### src/rtl/rvp_exp_table.sv
`default_nettype none
// ============================================================================
// Module      : rvp_exp_table
// Description : Expected-writeback storage, DEPTH entries of {rd, data}.
//               One synchronous write port, one asynchronous read port so
//               the checker can compare in the same cycle a writeback shows.
// Ports       : clk              - clock
//               i_we/i_waddr     - write strobe / entry index
//               i_wrd/i_wdata    - entry contents to write
//               i_raddr          - read index
//               o_rrd/o_rdata    - entry contents at i_raddr (combinational)
// Revision    : 1.0 - initial release
// ============================================================================
module rvp_exp_table #(
    parameter int DEPTH  = 16,
    parameter int RD_W   = 5,
    parameter int DATA_W = 32
) (
    input  logic                     clk,
    input  logic                     i_we,
    input  logic [$clog2(DEPTH)-1:0] i_waddr,
    input  logic [RD_W-1:0]          i_wrd,
    input  logic [DATA_W-1:0]        i_wdata,
    input  logic [$clog2(DEPTH)-1:0] i_raddr,
    output logic [RD_W-1:0]          o_rrd,
    output logic [DATA_W-1:0]        o_rdata
);

    // Contents are deliberately not reset so a table survives a run abort.
    logic [RD_W-1:0]   r_rd   [DEPTH];
    logic [DATA_W-1:0] r_data [DEPTH];

    always_ff @(posedge clk) begin
        if (i_we) begin
            r_rd[i_waddr]   <= i_wrd;
            r_data[i_waddr] <= i_wdata;
        end
    end

    assign o_rrd   = r_rd[i_raddr];
    assign o_rdata = r_data[i_raddr];

endmodule : rvp_exp_table
`default_nettype wire

### config.mk
export PLATFORM = sky130hd
export DESIGN_NAME = rvp_exp_table
export DESIGN_NICKNAME = d
export VERILOG_FILES = /design/src/rtl/rvp_exp_table.sv
export SDC_FILE = /design/constraint.sdc
export NUM_CORES = 1
export LEC_CHECK = 0
export ABC_CLOCK_PERIOD_IN_PS = 5090
export BUFFER_PORTS_ARGS = -buffer_cell sky130_fd_sc_hd__buf_2
export CORE_MARGIN = 2
export CORE_UTILIZATION = 40
export DETAILED_ROUTE_END_ITERATION = 16
export SYNTH_ARGS = -nofsm -noshare
export SYNTH_HDL_FRONTEND = slang
export SYNTH_SLANG_ARGS = --single-unit
export TNS_END_PERCENT = 30
### constraint.sdc
create_clock -name clk -period 5.09 [get_ports clk]
set_input_delay 0.509 -clock clk [delete_from_list [all_inputs] [get_ports clk]]
set_output_delay 0.509 -clock clk [all_outputs]
set_load 0.01 [all_outputs]
==> qor.yml <==
outcome:
  run_status: "finished clean"
detailed_routing:
  met1_length_mm: 21.8
  route.antenna.remaining_nets: 0
  avgRoutedWirePerCell_um: 26.5
  met2_wire_length_mm: 23.4
  wirelength_mm: 48.8
  highest_routing_layer_actually_used: "met5"
  firstDrtPassIters: 5
  detailroute.wirelength.met3_mm: 2.69
  drc: 0
  vias_per_cell: 5.46
  routed-via-count: 10100
  drt_first_iter_violations: 893
sta:
  tightest_pin_transition_ps: 1180
  final.min_clock_period_ps: 3150
  final.period_utilization_pct: 61.9
  timing.max_slew.rel_slack_pct: 21.3
  fmax_mhz: 317
  fin_setup_tns_ps: 0
  grt_setup_unrepaired: "no"
  hold_viol: 0
  setup_viols_final: 0
  slew_viol_final: 0
  timing.hold.ws_ps: 282
finish:
  final_core_utilization_pct: 46.2
  finalNetCount: 1098
  fillCellCount: 4494
  multi_input_area_sq_um: 4290
  post_route_cells_drive_above_1_share_pct: 32.7
  ff_latch_area_sq_um: 17800
  area_growth_syn_to_layout_pct: 14.4
grt:
  pin_count_of_the_biggest_net_entering_global_routing: 85
  overflow: 0
  grt.total_usage_pct: 17.2
  number_of_antenna_violations_at_the_first_check_in_global_routing: 4
  first_global_vias: 10600
  grt_pass1_wl_mm: 70.8
setup_path:
  setup.worst_path.end_class: "output pin"
  slowest_delay_ps: 560
  cp_max_fo: 55
  timing.setup.critical_path_class: "primary input to output pin"
  path_buf_inv: 3
  critPathLaunchType: "primary input"
  cp.required_ps: 4580
  cpMaxStageDelayCell: "mux4_2"
  path_delay_family: "buffers and inverters"
  worst-endpoint-arrival_ps: 2640
  worstPathCellList: "buf_8, buf_4, mux4_2, a22oi_1, nand2_1, buf_2"
clock_tree:
  clock_buffers_created_by_tritoncts: 59
  numClockSinks: 592
  worst_setup_hold_path_clk_slew_ps: 60
  tritoncts: "yes"
  cts_htree_levels: 2
  buffer_levels_on_the_longest_clock_path: 3
  cts.repair_timing.setup_buffer_count: 0
  postCtsResizedCells: 0
  post_cts_hold_fix_bufs: 0
  ctsRootBufferMaster: "clkbuf_16"
power:
  switching_power_mw: 2.06
  power_share_of_the_clock_group_pct: 39.6
  post-layout-total-power_mw: 9.94
  comb_power_share_pct: 5.2
  power_density_nw_per_um2: 391
  sequentialPowerShare_pct: 55.2
  ir_worst_vdd_uv: 216
  cellInternalPower_mw: 7.88
  cellLeakagePower_nw: 8.00
  power.share.switching_pct: 20.7
synthesis:
  ff_latch_count_synth: 592
  yosysUniqueCellTypes: 17
  synth_most_common_cell: "edfxtp_1"
  synth_largest_type_area_fraction_pct: 80.1
  syn_area_sq_um: 22200
  post_synth_main_area_contributors: "edfxtp_1 80%, mux4_2 15%, a22oi_1 2.5%"
  synthesis.area_per_instance_sq_um: 24.0
  syn-num-nets: 973
  post_synth_inst_count: 926
  synth.largest_area_cell: "edfxtp_1"
  synth-edff-count: 592
  synth.cells.most_frequent: "592 x edfxtp_1, 148 x mux4_2, 74 x a22oi_1"
  synth_seq_area_share_pct: 80.1
  yosys_warnings: 0
  fraction_of_synthesis_flops_using_an_asynchronous_set_or_reset_pin_pct: 0
  synthFlopType: "edfxtp_1"
die:
  core.rowCount: 86
  die_w_um: 240
  fp.dieArea_sq_um: 57400
  design.core.area_sq_um: 55000
  fp.dieH_um: 240
  boundaryPins: 84
  initial_core_util_pct: 40.4
placement:
  place.port_buffers: 83
  post-dp-hpwl_mm: 24.5
  finalWeightedCongestion: 0.685
worst_hold_path:
  hold_path_class: "primary input to register"
flow_run:
  number_of_violations_of_the_max_capacitance_limit: 0
-- per-layer routing --
metal  vias up  track usage [%]
met1      5489             24.9
met3        66             3.15
met4         4             4.36
met2       248             27.3
met5         -                0
li1       4252                -
-- cells by family (layout without fill, tap and decap cells) --
| group | Yosys count | after routing | synth area share [%] |
|---|---|---|---|
| other | 0 | 3 | 0 |
| buffers and inverters | 48 | 214 | 1.19 |
| DFF | 592 | 592 | 80.1 |
| muxes | 148 | 148 | 15.0 |
| AOI/OAI and AO/OA | 74 | 74 | 2.50 |
| and+or+nand+nor | 64 | 64 | 1.22 |
-- area by class of cell --
| type | instances | share of cell area [%] |
|---|---|---|
| multi-input cells | 286 | 16.9 |
| flip-flops and latches | 592 | 70.0 |
| well taps | 748 | 3.68 |
| repair buffers | 112 | 2.61 |
| clock buffers | 71 | 6.16 |
| diodes | 3 | 0.0295 |
| clock inverters | 31 | 0.660 |
-- sequential cells by signal, indices dropped and copies added (netlist names) --
signal	cells
r_data	512
r_rd	80
-- power groups by stage --
| stage | combinational [mW] | clock, mW | sequential, mW |
|---|---|---|---|
| 2_1_floorplan | 0.300 | 0 | 5.59 |
| 5_1_grt | 0.560 | 4.20 | 5.49 |
| 3_5_place_dp | 0.528 | 0 | 5.59 |
| 3_3_place_gp | 0.520 | 0 | 5.58 |
| 6_report | 0.516 | 3.94 | 5.49 |
| 4_1_cts | 0.529 | 4.01 | 5.49 |
-- path summary, 6_finish.rpt --
check                      start  slack (ps)           to  depth (start not counted)
worst min-delay path    i_wrd[4]         280  r_rd[11][4]                          1
worst max-delay path  i_raddr[0]        1940  o_rdata[24]                          6
-- metrics by stage --
step | area [sq um] | setup slack (ps) | instances
2_1_floorplan | 22200 | 1050 | 926
3_3_place_gp | 23700 | 1870 | 1738
3_5_place_dp | 23700 | 1880 | 1738
4_1_cts | 25400 | 1870 | 1840
5_1_grt | 25400 | 1720 | 1840
6_report | 25400 | 1940 | 1843
-- placed cells by master, fill, tap and decap left out, types with 2 or more instances in the layout --
cell	netlist	routed
a22oi_1	74	74
buf_2	5	81
nand2_1	38	38
edfxtp_1	592	592
nand3b_1	2	2
nor2_4	0	13
clkinv_2	0	12
clkbuf_16	0	61
mux4_2	148	148
nor3_2	0	4
clkinv_1	0	16
clkbuf_1	16	10
buf_4	7	28
nor2b_4	0	2
diode_2	0	3
nand2b_1	2	2
No activity file was read; power rests on OpenSTA's default activity.
